[src/rtl/fifo_fwft_pkg.sv]
// Shared types and widths for the FWFT read-side output stage.
package fifo_fwft_pkg;

  typedef enum logic [1:0] {
    ST_EMPTY = 2'd0,
    ST_ONE   = 2'd1,
    ST_TWO   = 2'd2
  } state_e;

  localparam int BUF_CNT_WID   = 2;
  localparam int STALL_CNT_WID = 32;

  function automatic logic [BUF_CNT_WID-1:0] state_to_cnt(input state_e s);
    logic [BUF_CNT_WID-1:0] c;
    c = '0;
    case (s)
      ST_ONE:  c = 2'd1;
      ST_TWO:  c = 2'd2;
      default: c = 2'd0;
    endcase
    return c;
  endfunction

endpackage

[src/rtl/fifo_fwft_out_stage.sv]
// FWFT output stage for a 1-cycle-read FIFO: read issued in N, out_vld in N+2; head+skid buffer, reads only issued with a guaranteed slot.
// Optional stall counter port under FIFO_FWFT_OUT_STALL_CNT_EN.
module fifo_fwft_out_stage
  import fifo_fwft_pkg::*;
#(
  parameter int DAT_WID   = 32,
  parameter int BUF_DEPTH = 2
) (
  input  logic                     clk,
  input  logic                     rst_n,
  input  logic                     fifo_empty,
  output logic                     fifo_oen,
  input  logic [DAT_WID-1:0]       fifo_rdata,
  output logic                     out_vld,
  output logic [DAT_WID-1:0]       out_dat,
  input  logic                     out_rdy,
  output logic [BUF_CNT_WID-1:0]   buf_cnt
`ifdef FIFO_FWFT_OUT_STALL_CNT_EN
  ,
  output logic [STALL_CNT_WID-1:0] stall_cnt
`endif
);

  localparam bit DEPTH_OK = (BUF_DEPTH == 2);

  generate
    if (!DEPTH_OK) begin : g_bad_depth
      $error("fifo_fwft_out_stage: BUF_DEPTH must be 2");
    end
  endgenerate

  state_e               state_q, state_d;
  logic                 inflight_q, inflight_d;
  logic [DAT_WID-1:0]   head_q, head_d;
  logic [DAT_WID-1:0]   skid_q, skid_d;
  logic                 pop;
  logic                 arrival;
  logic [2:0]           occ;

  assign pop     = out_vld & out_rdy;
  assign arrival = inflight_q;

  // Occupancy the buffer will have when a read issued now returns.
  assign occ        = {1'b0, buf_cnt} + {2'b00, inflight_q} - {2'b00, pop};
  assign fifo_oen   = rst_n & ~fifo_empty & (occ < 3'd2);
  assign inflight_d = fifo_oen;

  assign out_vld = (state_q != ST_EMPTY);
  assign out_dat = head_q;
  assign buf_cnt = state_to_cnt(state_q);

  always_comb begin
    state_d = state_q;
    head_d  = head_q;
    skid_d  = skid_q;
    case (state_q)
      ST_EMPTY: begin
        if (arrival) begin
          head_d  = fifo_rdata;
          state_d = ST_ONE;
        end
      end
      ST_ONE: begin
        if (arrival && pop) begin
          head_d = fifo_rdata;
        end else if (arrival) begin
          skid_d  = fifo_rdata;
          state_d = ST_TWO;
        end else if (pop) begin
          state_d = ST_EMPTY;
        end
      end
      ST_TWO: begin
        if (pop) begin
          head_d  = skid_q;
          state_d = ST_ONE;
        end
      end
      default: state_d = ST_EMPTY;
    endcase
  end

  always_ff @(posedge clk or negedge rst_n) begin
    if (!rst_n) begin
      state_q    <= ST_EMPTY;
      inflight_q <= 1'b0;
      head_q     <= '0;
      skid_q     <= '0;
    end else begin
      state_q    <= state_d;
      inflight_q <= inflight_d;
      head_q     <= head_d;
      skid_q     <= skid_d;
    end
  end

  // A word landing while both entries are full would be lost.
  a_no_overflow: assert property (@(posedge clk) disable iff (!rst_n)
    !((state_q == ST_TWO) && arrival));

`ifdef FIFO_FWFT_OUT_STALL_CNT_EN
  logic [STALL_CNT_WID-1:0] stall_cnt_q, stall_cnt_d;

  always_comb begin
    stall_cnt_d = stall_cnt_q;
    if (out_vld && !out_rdy && (stall_cnt_q != {STALL_CNT_WID{1'b1}})) begin
      stall_cnt_d = stall_cnt_q + 1'b1;
    end
  end

  always_ff @(posedge clk or negedge rst_n) begin
    if (!rst_n) begin
      stall_cnt_q <= '0;
    end else begin
      stall_cnt_q <= stall_cnt_d;
    end
  end

  assign stall_cnt = stall_cnt_q;
`endif

endmodule

[config.mk]
export PLATFORM = sky130hd
export DESIGN_NAME = fifo_fwft_out_stage
export DESIGN_NICKNAME = d
export VERILOG_FILES = /design/src/rtl/fifo_fwft_pkg.sv /design/src/rtl/fifo_fwft_out_stage.sv
export SDC_FILE = /design/constraint.sdc
export NUM_CORES = 1
export LEC_CHECK = 0
export ABC_AREA = 1
export BUFFER_PORTS_ARGS = -buffer_cell sky130_fd_sc_hd__buf_2
export CORE_MARGIN = 2
export CORE_UTILIZATION = 57
export DETAILED_ROUTE_END_ITERATION = 12
export PLACE_DENSITY = 0.84
export SYNTH_ARGS = -nofsm -noshare
export SYNTH_HDL_FRONTEND = slang
export SYNTH_SLANG_ARGS = --single-unit
[constraint.sdc]
create_clock -name clk -period 4.9 [get_ports clk]
set_clock_uncertainty 0.15 [all_clocks]
set_input_delay 0.49 -clock clk [delete_from_list [all_inputs] [get_ports clk]]
set_output_delay 0.49 -clock clk [all_outputs]
set_load 0.05 [all_outputs]
==> metrics.txt <==
hold slack final 250 ps; number of top-level pins 72; first-pass GRT wire length 11,500 µm; max_cap viols 0; CTS tree done; Max-slew headroom 0.297; RSZ-0062 raised after global routing no; cts repair resizes 0; total CTS buffers 9; worst r2r dst skid_q[5]; H-tree Lvls 3; Clk Latency, worst-skew pair 330 ps; DRT iter0 DRCs 179; CTS sink cnt 67; crit path kind flip-flop to output pin; HPWL Detailed 4290 µm; Setup TNS 0 ps; antenna cell count 0; fin crit period 3280 ps; met2 global-route usage 0.402; CTS Hold Buffers Added 0; PortBufs 71; GR peak layer met2; Synth Warn # 0; # setup viols final 0; required time worst endpoint 4260 ps; Area contributors post-synth dfrtp_1 54%, nand2_1 15%, nand3_1 6.3%; post-route cell area 3620 µm²; via count 2,682; endpoint type of the worst setup path output pin; mean post-synth cell area 8.07 µm²; Final #Nets 485; WP data arrival 2640 ps; leak pwr 2.10 nW; gpl congestion 0.741; Root Buffer Master clkbuf_8; number of fill cells in the layout 405; final core occ 0.700; post-route setup slack 1620 ps; mapped cell area 3090 µm²; dpl cell area 3430 µm²; setup bufs post-CTS 0; r2r worst-path depth 7; Seq/Total Area, Yosys 0.543; critical path peak fanout 5; Hold WC Path Type input pin to asynchronous set/reset pin; Synth area leader dfrtp_1; die height 77.6 µm; DRC Markers 0; Post-synth top cells 123 x nand2_1, 67 x dfrtp_1, 39 x nand3_1; Gate Count Post-Synth 383; Startpoint Class flip-flop; total wire length 6660 µm; DR vias/cell 5.15; syn_nets 422; area grow syn2layout 17.1%; maximum VDD drop 0.450 mV; Post-synth EDFFs 0; Reg-to-Reg Start state_q[0]; vias in the first global route 2,478; DIE AREA 6030 µm²; Tot GR Track Use 0.241; fmax 305 MHz; M3 GR Usage 0.0558; initial antenna violation count 0; Reg clk slew, reported paths 70 ps; final worst path period share 0.670; #FFs+latches synth 67; Distinct cells, synth 19; status finished, final reports clean; met1 Use GR 0.312; detailed-route wire length per cell 12.8 µm; cell with the most instances after synthesis nand2_1; Setup WS pre-CTS 1990 ps; FF-to-FF setup slack 2500 ps; pwr/cell area 751 nW/µm²; core area 5170 µm²; share of async-settable or async-resettable flops after synthesis 1.00; Initial Util 0.597; Die Wd 77.6 µm; Least-Margin Pin Slew 1050 ps; layout cells sized above 1 0.211; ys flop type dfrtp_1; post-synth top area share 0.543; ANT nets after route 0; final hold vios 0; Slew Limit Fails 0; pin count of the biggest net entering global routing 68; clock buffer depth 2; Rows 26; 1st-pass router iterations 4; total gr overflow 0
-- worst max path at each step --
stage / slack, ps / from / endpoint
3_3_place_gp: 2120 / state_q[1] / fifo_oen
3_5_place_dp: 1990 / state_q[1] / fifo_oen
4_1_cts: 1620 / state_q[1] / fifo_oen
5_1_grt: 1470 / state_q[1] / fifo_oen
6_report: 1620 / state_q[1] / fifo_oen
2_1_floorplan: 1370 / state_q[1] / fifo_oen
-- report_power, final --
| group | leakage, nW | switching [mW] | internal (mW) | total (mW) |
|---|---|---|---|---|
| combinational | 1.22 | 1.05 | 0.319 | 1.37 |
| sequential | 0.780 | 0.111 | 0.810 | 0.921 |
| clock | 0.0997 | 0.193 | 0.239 | 0.432 |
| total | 2.10 | 1.35 | 1.37 | 2.72 |
-- through the flow --
| stage | instances | total power, mW |
|---|---|---|
| floorplan | 383 | 2.02 |
| global placement | 505 | 2.26 |
| detailed placement | 505 | 2.31 |
| CTS | 521 | 2.74 |
| global route | 521 | 2.92 |
| finish | 521 | 2.72 |
-- final cells by class --
| class | instances | area [µm²] | area share |
|---|---|---|---|
| Timing Repair Buffer | 73 | 370 | 0.102 |
| Tap cell | 70 | 87.6 | 0.0242 |
| Inverter | 34 | 128 | 0.0353 |
| Multi-Input combinational cell | 261 | 1170 | 0.322 |
| Clock inverter | 1 | 5.00 | 0.00138 |
| Sequential cell | 67 | 1680 | 0.463 |
| Clock buffer | 15 | 186 | 0.0515 |
-- logic make-up after synthesis --
family,after synthesis,synth area share
flops,67,0.543
fa+ha+maj,3,0.0146
buf+inv,55,0.0810
simple gates,199,0.265
compound gates,59,0.0972
-- sequential cells by signal, indices dropped and copies added, names as in the netlist --
name	flops
arrival	1
out_dat	32
skid_q	32
state_q	2
-- critical path: stages, from the launching register on --
cell and delay, ps:
dfrtp_1 490, inv_2 100, nand2_1 90, nand2_1 100, ha_1 300, nand2_1 60, fa_1 480, nand3_1 80
o21bai_1 150, a21oi_1 160, buf_2 290
-- routing by layer --
layer	part of all wire	routed length, µm
met1	0.43	2890
met2	0.50	3350
met3	0.052	344
met4	0.011	76
met5	0	0
-- placed cells by master (no fill, tap or decap) --
cell type  instances
nand2_1          122
buf_2             71
dfrtp_1           67
nand3_1           39
inv_1             31
nor2_1            30
a21oi_1           29
o21ai_0           28
clkbuf_8          13
nand2_2            4
inv_2              3
o21bai_1           2
ha_1               2
clkbuf_1           2
buf_4              2
nor2_4             1
nand3b_1           1
nand4_1            1
nor3_1             1
fa_1               1
clkinv_2           1
No activity file was read; power rests on OpenSTA's default activity.
